### src/rtl/adc_pkg.sv
// Shared definitions for the dual SPI ADC capture block: FSM encoding and default timing.
package adc_pkg;

    typedef enum logic [2:0] {
        StIdle  = 3'd0,
        StConv  = 3'd1,
        StQuiet = 3'd2,
        StOut1  = 3'd3,
        StOut2  = 3'd4,
        StFin   = 3'd5
    } adc_state_e;

    localparam int unsigned ClkDivDefault    = 4;
    localparam int unsigned FrameBitsDefault = 16;
    localparam int unsigned DataBitsDefault  = 12;
    localparam int unsigned QuietCycDefault  = 3;

endpackage

### src/rtl/dual_adc_capture_if.sv
// Control/result bus between the com controller (master) and the ADC capture block (slave).
interface dual_adc_capture_if #(
    parameter int unsigned DATA_BITS = adc_pkg::DataBitsDefault
);
    logic                 start;
    logic                 stop;
    logic                 modeAdc;
    logic [11:0]          nSamples;
    logic [DATA_BITS-1:0] dataAdc;
    logic                 readyAdc;
    logic                 busy;
    logic                 done;

    modport master (
        output start, stop, modeAdc, nSamples,
        input  dataAdc, readyAdc, busy, done
    );

    modport slave (
        input  start, stop, modeAdc, nSamples,
        output dataAdc, readyAdc, busy, done
    );
endinterface

### src/rtl/adc_sclk_gen.sv
// SCLK generator: divider plus toggle counter for one conversion frame; idles high when disabled.
module adc_sclk_gen #(
    parameter int unsigned CLK_DIV    = adc_pkg::ClkDivDefault,
    parameter int unsigned FRAME_BITS = adc_pkg::FrameBitsDefault
) (
    input  logic clk,
    input  logic rst_n,
    input  logic en,
    output logic sclk,
    output logic sample_en,
    output logic frame_end
);
    localparam int unsigned DivW = $clog2(CLK_DIV);
    localparam int unsigned TogW = $clog2(2 * FRAME_BITS);

    logic [DivW-1:0] div_q, div_d;
    logic [TogW-1:0] tog_q, tog_d;
    logic            sclk_q, sclk_d;
    logic            tick;
    logic            last_tog;

    always_comb begin
        tick     = en && (div_q == DivW'(CLK_DIV - 1));
        last_tog = (tog_q == TogW'(2 * FRAME_BITS - 1));
        div_d    = '0;
        tog_d    = '0;
        sclk_d   = 1'b1;
        if (en) begin
            div_d  = tick ? '0 : div_q + DivW'(1);
            sclk_d = tick ? ~sclk_q : sclk_q;
            tog_d  = tog_q;
            if (tick) begin
                tog_d = last_tog ? '0 : tog_q + TogW'(1);
            end
        end
        // Data is taken on the toggle that brings SCLK back high.
        sample_en = tick && !sclk_q;
        frame_end = tick && last_tog;
    end

    always_ff @(posedge clk or negedge rst_n) begin
        if (!rst_n) begin
            div_q  <= '0;
            tog_q  <= '0;
            sclk_q <= 1'b1;
        end else begin
            div_q  <= div_d;
            tog_q  <= tog_d;
            sclk_q <= sclk_d;
        end
    end

    assign sclk = sclk_q;

endmodule

### src/rtl/dual_adc_capture.sv
// Burst capture from two 12-bit SPI ADCs; one word (or two in dual mode) per frame.
// ADC_TESTPAT_EN replaces the SDO data with an incrementing 12-bit pattern.
module dual_adc_capture
    import adc_pkg::*;
#(
    parameter int unsigned CLK_DIV    = ClkDivDefault,
    parameter int unsigned FRAME_BITS = FrameBitsDefault,
    parameter int unsigned DATA_BITS  = DataBitsDefault,
    parameter int unsigned QUIET_CYC  = QuietCycDefault
) (
    input  logic                clk,
    input  logic                rst_n,
    dual_adc_capture_if.slave   bus,
    input  logic                SDOADC1,
    input  logic                SDOADC2,
    output logic                CSADC1,
    output logic                CSADC2,
    output logic                CLKADC1,
    output logic                CLKADC2
);
    localparam int unsigned QuietW = $clog2(QUIET_CYC + 1);

    adc_state_e           state_q, state_d;
    logic [11:0]          frame_q, frame_d;
    logic                 mode_q, mode_d;
    logic [QuietW-1:0]    quiet_q, quiet_d;
    logic [DATA_BITS-1:0] data_q, data_d;
    logic [DATA_BITS-1:0] word1, word2;
    logic                 load_w1, load_w2;
    logic                 sclk, sample_en, frame_end;

    adc_sclk_gen #(
        .CLK_DIV    (CLK_DIV),
        .FRAME_BITS (FRAME_BITS)
    ) u_sclk_gen (
        .clk       (clk),
        .rst_n     (rst_n),
        .en        (state_q == StConv),
        .sclk      (sclk),
        .sample_en (sample_en),
        .frame_end (frame_end)
    );

`ifdef ADC_TESTPAT_EN
    logic [DATA_BITS-1:0] pat_q, pat_d;
    logic                 unused_sdo;

    assign unused_sdo = SDOADC1 ^ SDOADC2 ^ sample_en;
    assign word1      = pat_q;
    assign word2      = pat_q;

    always_comb begin
        pat_d = pat_q;
        if (state_q == StIdle && bus.start) begin
            pat_d = '0;
        end else if (load_w1 || load_w2) begin
            pat_d = pat_q + DATA_BITS'(1);
        end
    end

    always_ff @(posedge clk or negedge rst_n) begin
        if (!rst_n) pat_q <= '0;
        else        pat_q <= pat_d;
    end
`else
    logic [FRAME_BITS-1:0] sh1_q, sh1_d, sh2_q, sh2_d;

    always_comb begin
        sh1_d = sh1_q;
        sh2_d = sh2_q;
        if (sample_en) begin
            sh1_d = {sh1_q[FRAME_BITS-2:0], SDOADC1};
            sh2_d = {sh2_q[FRAME_BITS-2:0], SDOADC2};
        end
    end

    always_ff @(posedge clk or negedge rst_n) begin
        if (!rst_n) begin
            sh1_q <= '0;
            sh2_q <= '0;
        end else begin
            sh1_q <= sh1_d;
            sh2_q <= sh2_d;
        end
    end

    // Leading bits of the frame are discarded; the result is the tail of the shift.
    assign word1 = sh1_q[DATA_BITS-1:0];
    assign word2 = sh2_q[DATA_BITS-1:0];
`endif

    always_comb begin
        state_d = state_q;
        frame_d = frame_q;
        mode_d  = mode_q;
        quiet_d = quiet_q;
        load_w1 = 1'b0;
        load_w2 = 1'b0;
        unique case (state_q)
            StIdle: begin
                if (bus.start) begin
                    if (bus.nSamples != 12'd0) begin
                        frame_d = bus.nSamples;
                        mode_d  = bus.modeAdc;
                        state_d = StConv;
                    end else begin
                        state_d = StFin;
                    end
                end
            end
            StConv: begin
                if (frame_end) begin
                    quiet_d = '0;
                    state_d = StQuiet;
                end
            end
            StQuiet: begin
                if (quiet_q == QuietW'(QUIET_CYC - 1)) begin
                    load_w1 = 1'b1;
                    state_d = StOut1;
                end else begin
                    quiet_d = quiet_q + QuietW'(1);
                end
            end
            StOut1, StOut2: begin
                if (state_q == StOut1 && mode_q) begin
                    load_w2 = 1'b1;
                    state_d = StOut2;
                end else begin
                    frame_d = frame_q - 12'd1;
                    state_d = (frame_q == 12'd1 || bus.stop) ? StFin : StConv;
                end
            end
            StFin:   state_d = StIdle;
            default: state_d = StIdle;
        endcase
    end

    always_comb begin
        data_d = data_q;
        if (load_w1)      data_d = word1;
        else if (load_w2) data_d = word2;
    end

    always_ff @(posedge clk or negedge rst_n) begin
        if (!rst_n) begin
            state_q <= StIdle;
            frame_q <= '0;
            mode_q  <= 1'b0;
            quiet_q <= '0;
            data_q  <= '0;
        end else begin
            state_q <= state_d;
            frame_q <= frame_d;
            mode_q  <= mode_d;
            quiet_q <= quiet_d;
            data_q  <= data_d;
        end
    end

    // CS decodes straight from the state flop so it rises with the async reset.
    assign CSADC1       = (state_q != StConv);
    assign CSADC2       = (state_q != StConv);
    assign CLKADC1      = sclk;
    assign CLKADC2      = sclk;
    assign bus.dataAdc  = data_q;
    assign bus.readyAdc = (state_q == StOut1) || (state_q == StOut2);
    assign bus.busy     = (state_q != StIdle);
    assign bus.done     = (state_q == StFin);

endmodule

### src/flat_wrapper.sv
// flat-port wrapper written by rule: the top's interface ports become plain ports
module dual_adc_capture_flat import adc_pkg::*;
#(
    parameter int unsigned CLK_DIV    = ClkDivDefault,
    parameter int unsigned FRAME_BITS = FrameBitsDefault,
    parameter int unsigned DATA_BITS  = DataBitsDefault,
    parameter int unsigned QUIET_CYC  = QuietCycDefault
)
  (clk, rst_n, SDOADC1, SDOADC2, CSADC1, CSADC2, CLKADC1, CLKADC2, bus_start, bus_stop, bus_modeAdc, bus_nSamples, bus_dataAdc, bus_readyAdc, bus_busy, bus_done);
  dual_adc_capture_if #(.DATA_BITS(DATA_BITS)) bus_i ();
  input  logic clk;
  input  logic rst_n;
  input  logic SDOADC1;
  input  logic SDOADC2;
  output logic CSADC1;
  output logic CSADC2;
  output logic CLKADC1;
  output logic CLKADC2;
  input wire logic [$bits(bus_i.start)-1:0] bus_start;
  input wire logic [$bits(bus_i.stop)-1:0] bus_stop;
  input wire logic [$bits(bus_i.modeAdc)-1:0] bus_modeAdc;
  input wire logic [$bits(bus_i.nSamples)-1:0] bus_nSamples;
  output wire logic [$bits(bus_i.dataAdc)-1:0] bus_dataAdc;
  output wire logic [$bits(bus_i.readyAdc)-1:0] bus_readyAdc;
  output wire logic [$bits(bus_i.busy)-1:0] bus_busy;
  output wire logic [$bits(bus_i.done)-1:0] bus_done;
  assign bus_i.start = bus_start;
  assign bus_i.stop = bus_stop;
  assign bus_i.modeAdc = bus_modeAdc;
  assign bus_i.nSamples = bus_nSamples;
  assign bus_dataAdc = bus_i.dataAdc;
  assign bus_readyAdc = bus_i.readyAdc;
  assign bus_busy = bus_i.busy;
  assign bus_done = bus_i.done;
  dual_adc_capture #(.CLK_DIV(CLK_DIV), .FRAME_BITS(FRAME_BITS), .DATA_BITS(DATA_BITS), .QUIET_CYC(QUIET_CYC)) u_core (.clk(clk), .rst_n(rst_n), .bus(bus_i), .SDOADC1(SDOADC1), .SDOADC2(SDOADC2), .CSADC1(CSADC1), .CSADC2(CSADC2), .CLKADC1(CLKADC1), .CLKADC2(CLKADC2));
endmodule
### config.mk
export PLATFORM = sky130hd
export DESIGN_NAME = dual_adc_capture_flat
export DESIGN_NICKNAME = d
export VERILOG_FILES = /design/src/rtl/adc_pkg.sv /design/src/rtl/dual_adc_capture_if.sv /design/src/rtl/adc_sclk_gen.sv /design/src/rtl/dual_adc_capture.sv /design/src/flat_wrapper.sv
export SDC_FILE = /design/constraint.sdc
export NUM_CORES = 1
export LEC_CHECK = 0
export ABC_AREA = 1
export CORE_MARGIN = 4
export CORE_UTILIZATION = 40
export CTS_CLUSTER_DIAMETER = 80
export DETAILED_ROUTE_END_ITERATION = 7
export GPL_ROUTABILITY_DRIVEN = 1
export PLACE_DENSITY_LB_ADDON = 0.2
export SETUP_SLACK_MARGIN = 0.15
export SLEW_MARGIN = 10
export SYNTH_ARGS = -nofsm -noshare
export SYNTH_HDL_FRONTEND = slang
export SYNTH_SLANG_ARGS = --single-unit
### constraint.sdc
create_clock -name clk -period 3.2 [get_ports clk]
set_clock_uncertainty 0.15 [all_clocks]
set_input_delay 0.48 -clock clk [delete_from_list [all_inputs] [get_ports clk]]
set_output_delay 0.48 -clock clk [all_outputs]
set_load 0.01 [all_outputs]
==> flow_summary.json, run 1 <==
{
  "status": "completed",
  "final_area_sq_um": 3860,
  "ios": 38,
  "synthTopCellsByArea": "dfrtp_1 (48%), nand2_1 (15%), nand3_1 (6.6%), inv_1 (4.6%), nor2_1 (4.4%)",
  "syn_avg_cell_area_sq_um": 7.75,
  "syn_to_final_growth_pct": 22.0,
  "yosysTopAreaCellShare_pct": 48.3,
  "grt_usage_pct": 16.2,
  "cp_max_fo": 4,
  "switchingPower_uw": 876,
  "place_hpwl_um": 5000,
  "cts_buffers": 9,
  "drtAntennaViolNets": 0,
  "start_util_pct": 41.1,
  "synth_edf_count": 0,
  "worstSetupPathType": "reg2out",
  "async_flop_share_pct": 100,
  "holdWs_ns": 0.0299,
  "seqPwrFrac_pct": 43.4,
  "via_per_inst": 4.91,
  "pre_cts_ws_ns": 0.833,
  "final_cell_mix": "nand2_1 (127), dfrtp_1 (61), nand3_1 (42), inv_1 (39), nor2_1 (37)",
  "dr.pass1.iters": 4,
  "n_fill_cell": 785,
  "cts_setup_buffers": 0,
  "pwr-share-clk_pct": 32.0,
  "dieWidth_um": 96.9,
  "power_leakage_uw": 0.00180,
  "clockBufferDepth": 2,
  "clk_pin_slew_ns": 0.07,
  "fp.dieH_um": 96.9,
  "routabilityCongestion": 0.886,
  "synth_area_sq_um": 3160,
  "fin_tns_setup_ns": 0,
  "finalWorstSetupSlack_ns": 0.809,
  "cts_resized": 0,
  "yosysWarnings": 0,
  "r2r-start": "u_core.state_q[2]",
  "grt_pass1_wl_um": 12500,
  "clkLatencyLatePin_ns": 0.34,
  "switching_share_pct": 33.2,
  "pwr-share-comb_pct": 24.6,
  "endpoint_kind": "primary output",
  "drive_gt1_share_pct": 9.07,
  "first_iter_violations": 158,
  "port_buffers": 37,
  "antenna_cells": 0,
  "worst_ep_arrival_time_ns": 1.76,
  "row_count": 32,
  "fin_crit_ns": 2.39,
  "antenna_found_initial": 0,
  "wl_per_cell_um": 12.7,
  "max_cap_viol_count": 0,
  "nets": 472,
  "setup_viol": 0,
  "grt_max_degree": 31,
  "r2r_end": "u_core.bus.dataAdc[1]",
  "worst_pin_slew_ns": 1.09,
  "core_area_sq_um": 7690,
  "yosysTopAreaCell": "dfrtp_1",
  "synth_cells": 408,
  "vdd_drop_max_v": 0.000345,
  "cts.sinks": 62,
  "max_freq_ghz": 0.418,
  "startpoint_type": "flop",
  "finalCritPeriodShare_pct": 74.7,
  "gr-total-overflow": 0,
  "synthFlopType": "dfrtp_1",
  "routed_wl_um": 7050,
  "cts_tree": "yes",
  "synth_seq_cells": 62,
  "r2r_slack_ns": 1.00,
  "place_area_sq_um": 3610,
  "grt_pass1_vias": 2655,
  "power.density_nw_per_um2": 683,
  "relSlewSlack_pct": 27.6,
  "cts_hold_repair.buffers": 0,
  "rsz0062_at_grt": "no",
  "vias": 2718,
  "ys_seq_area_share_pct": 49.1,
  "drcViolationCount": 0,
  "synthDistinctLibCells": 29,
  "reg2reg_depth": 7,
  "layout_commonest_cell": "nand2_1",
  "cts-root-buf": "clkbuf_8",
  "die_area_sq_um": 9390,
  "hold_viol": 0,
  "syn-num-nets": 433,
  "slew_viol_final": 0,
  "holdCritPathClass": "in2async",
  "crit_required_ns": 2.57,
  "p_total_uw": 2640,
  "p_int_uw": 1760,
  "ctsHtreeMaxLevel": 3
}
## how the worst max path moves through the flow
stage | startpoint | endpoint | slack, ns | depth (start not counted)
5_1_grt | u_core.state_q[1] | bus_readyAdc | 0.69 | 4
3_3_place_gp | bus_nSamples[2] | u_core.frame_q[10] | 0.93 | 9
6_report | u_core.state_q[1] | bus_readyAdc | 0.81 | 4
2_1_floorplan | u_core.state_q[1] | bus_readyAdc | 1.62 | 4
4_1_cts | u_core.state_q[1] | bus_readyAdc | 0.78 | 4
3_5_place_dp | bus_nSamples[2] | u_core.frame_q[10] | 0.83 | 9
## through the flow
step,util (%),instances
after global routing,50.2,554
after floorplan,-,408
after detailed placement,47.0,538
after global placement,47.0,538
after CTS,50.2,554
final,50.2,554
## logic make-up (layout without fill, tap and decap cells)
| logic type | Yosys count | after routing | synth area share (%) |
|---|---|---|---|
| buf+inv | 59 | 103 | 7.99 |
| compound gates | 55 | 55 | 9.81 |
| xor+xnor | 2 | 2 | 0.554 |
| flops | 62 | 62 | 49.1 |
| fa+ha+maj | 6 | 6 | 2.37 |
| simple gates | 224 | 224 | 30.2 |
## critical path: stages (launching register included)
cell	delay [ns]
dfrtp_1	0.44
nor2_2	0.20
nand2_1	0.08
nand2_1	0.14
clkdlybuf4s50_1	0.56
## per-layer routing
metal  vias up  GRT usage (%)  share of wire, %
met5         -              0                 0
met3         8           5.19               5.3
li1       1383              -                 -
met2        63           24.5                45
met1      1264           22.5                49
met4         0           4.21              0.99
## final cells by class
type                    instances  area, sq um  area share [%]
repair buffers                 43          410            10.6
multi-input cells             287         1360            35.1
inverters                      44          165            4.28
clock inverters                 7          123            3.18
clock buffers                   9          124            3.21
flip-flops and latches         62         1550            40.2
well taps                     102          128            3.31
## Yosys cell counts, types with 2 or more instances
cell type,instances
o21ai_0,18
or2_2,3
nor3_1,2
inv_1,39
o21ai_1,16
buf_2,7
nor2_1,37
nand4_1,2
o211ai_1,11
buf_4,4
nand3_1,42
a21oi_1,7
clkbuf_1,3
ha_1,6
nand2_1,127
inv_2,5
dfrtp_1,61
nand3_2,3
nor2_2,5
## power by group through the flow
stage                     Clock (uW)  Sequential [uW]  Combinational (uW)
after global routing             897             1180                 762
after floorplan                    0             1120                 489
after global placement             0             1150                 635
final                            844             1140                 649
after CTS                        867             1140                 654
after detailed placement           0             1160                 651
## flip-flops by register name, indices dropped and copies added (netlist names)
signal	count
u_core.u_sclk_gen.sclk	1
u_core.u_sclk_gen.tog_q	5
u_core.quiet_q	2
u_core.u_sclk_gen.div_q	2
u_core.state_q	3
u_core.sh2_q	12
u_core.frame_q	12
u_core.bus.dataAdc	12
u_core.sh1_q	12
u_core.mode_q	1
(Power assumes the default switching activity.)
==> run 2: changes to the inputs <==
==> constraint.sdc (replaced) <==
create_clock -name clk -period 2.37 [get_ports clk]
set_clock_uncertainty 0.15 [all_clocks]
set_input_delay 0.3555 -clock clk [delete_from_list [all_inputs] [get_ports clk]]
set_output_delay 0.3555 -clock clk [all_outputs]
set_load 0.01 [all_outputs]
==> flow_summary.json, run 2 (synthesis results as in run 1) <==
{
  "cts-root-buf": "clkbuf_8",
  "via_per_inst": 4.88,
  "routabilityCongestion": 0.882,
  "final_cell_mix": "nand2_1 (127), dfrtp_1 (59), nand3_1 (42), inv_1 (39), nor2_1 (37)",
  "start_util_pct": 41.1,
  "max_cap_viol_count": 0,
  "layout_commonest_cell": "nand2_1",
  "ctsHtreeMaxLevel": 3,
  "port_buffers": 37,
  "fin_crit_ns": 2.12,
  "min-delay-start": "u_core.u_sclk_gen.div_q[0]",
  "cts_tree": "yes",
  "pre_cts_ws_ns": 0.301,
  "clk_pin_slew_ns": 0.08,
  "worst_pin_slew_ns": 0.399,
  "n_fill_cell": 778,
  "holdCritPathClass": "reg2reg",
  "core_area_sq_um": 7690,
  "row_count": 32,
  "r2r_slack_ns": 0.51,
  "whs_path_depth": 1,
  "dpl.cell_count": 542,
  "cp_max_fo": 4,
  "slew_viol_final": 0,
  "worst_ep_arrival_time_ns": 1.61,
  "relSlewSlack_pct": 73.4,
  "dr.pass1.iters": 4,
  "grt_pass1_wl_um": 12200,
  "max_freq_ghz": 0.472,
  "antenna_found_initial": 0,
  "antenna_cells": 0,
  "vdd_drop_max_v": 0.000432,
  "drive_gt1_share_pct": 10.3,
  "dieWidth_um": 96.9,
  "endpoint_kind": "primary output",
  "syn_to_final_growth_pct": 23.5,
  "cts_buffers": 9,
  "r2r_end": "u_core.frame_q[0]",
  "worstSetupPathType": "reg2out",
  "gr-total-overflow": 0,
  "rsz0062_at_grt": "yes",
  "layout.core_utilization_pct": 50.8,
  "drcViolationCount": 0,
  "clkLatencyLatePin_ns": 0.33,
  "setup_viol": 0,
  "vias": 2730,
  "stdcell_count": 559,
  "first_iter_violations": 173,
  "grt_usage_pct": 15.8,
  "status": "completed",
  "drtAntennaViolNets": 0,
  "startpoint_type": "flop",
  "min_to": "u_core.u_sclk_gen.div_q[0]",
  "cts.sinks": 62,
  "ios": 38,
  "fin_tns_setup_ns": 0,
  "power_leakage_uw": 0.00183,
  "reg2reg_depth": 8,
  "place_area_sq_um": 3650,
  "nets": 477,
  "r2r-start": "u_core.state_q[2]",
  "grt_pass1_vias": 2569,
  "grt_max_degree": 63,
  "wl_per_cell_um": 12.4,
  "clockBufferDepth": 2,
  "cts_setup_buffers": 0,
  "fp.dieH_um": 96.9,
  "hold_viol": 0,
  "die_area_sq_um": 9390,
  "final_area_sq_um": 3900,
  "finalWorstSetupSlack_ns": 0.252,
  "finalCritPeriodShare_pct": 89.4,
  "place_hpwl_um": 4990,
  "routed_wl_um": 6920,
  "crit_required_ns": 1.86,
  "power.density_nw_per_um2": 890
}
[run 2: changes by cell type in the layout (fill, tap and decap cells not counted)]
cell             before  now
buf_4                 6    9
inv_6                 0    3
clkinvlp_4            2    0
dfrtp_1              61   59
dfrtp_2               0    2
nor2_2                5    3
nor2_4                1    3
buf_12                0    1
bufinv_16             3    2
clkdlybuf4s50_1      36   35
dlygate4sd2_1         0    1
dlygate4sd3_1         0    1
[run 2: where the power goes]
group          internal (uW)  switching [uW]  total [uW]  leakage [uW]
Combinational            342             529         870      0.000907
Clock                    607             452        1060      0.000115
Sequential              1340             207        1550      0.000811
[run 2: timing repair]
item	4_1_cts	5_1_grt
setup endpoints to repair	2	2
hold endpoints to repair	61	0
hold buffers	1	0
resized for setup	2	3
pin swaps	0	0
[run 2: metrics by stage]
| step | power, uW | hold slack [ns] |
|---|---|---|
| 3_3_place_gp | 2410 | 0.244 |
| 5_1_grt | 3740 | 0.318 |
| 6_report | 3480 | 0.294 |
| 3_5_place_dp | 2440 | 0.245 |
| 2_1_floorplan | 2180 | -0.0901 |
| 4_1_cts | 3510 | 0.295 |
[run 2: how the worst max path moves through the flow]
stage | startpoint | end | depth (start not counted)
global route | u_core.state_q[2] | CSADC2 | 3
detailed placement | bus_nSamples[2] | u_core.frame_q[11] | 10
finish | u_core.state_q[1] | bus_busy | 5
floorplan | u_core.state_q[2] | u_core.sh2_q[1] | 8
CTS | u_core.state_q[1] | bus_busy | 5
global placement | bus_nSamples[2] | u_core.frame_q[11] | 10
[run 2: worst max-delay path, cell delays in order (launching register included)]
cell	delay [ns]
dfrtp_2	0.45
nor2_4	0.15
inv_2	0.06
nor2_4	0.10
inv_1	0.04
clkdlybuf4s50_1	0.47
[run 2: metal layers]
metal	GRT usage (%)	vias up	wire length, um
li1	-	1398	-
met1	22.9	1268	3490
met2	23.7	60	3040
met3	4.47	4	357
met4	3.24	0	38
met5	0	-	0
[run 2: layout make-up]
cell class,instances,area [sq um],share of cell area [%]
tap,102,128,3.27
timing repair buffer,48,462,11.8
inverter,44,165,4.23
clock buffer,9,124,3.17
sequential,62,1560,39.8
multi-input combinational,287,1370,35.0
clock inverter,7,104,2.66
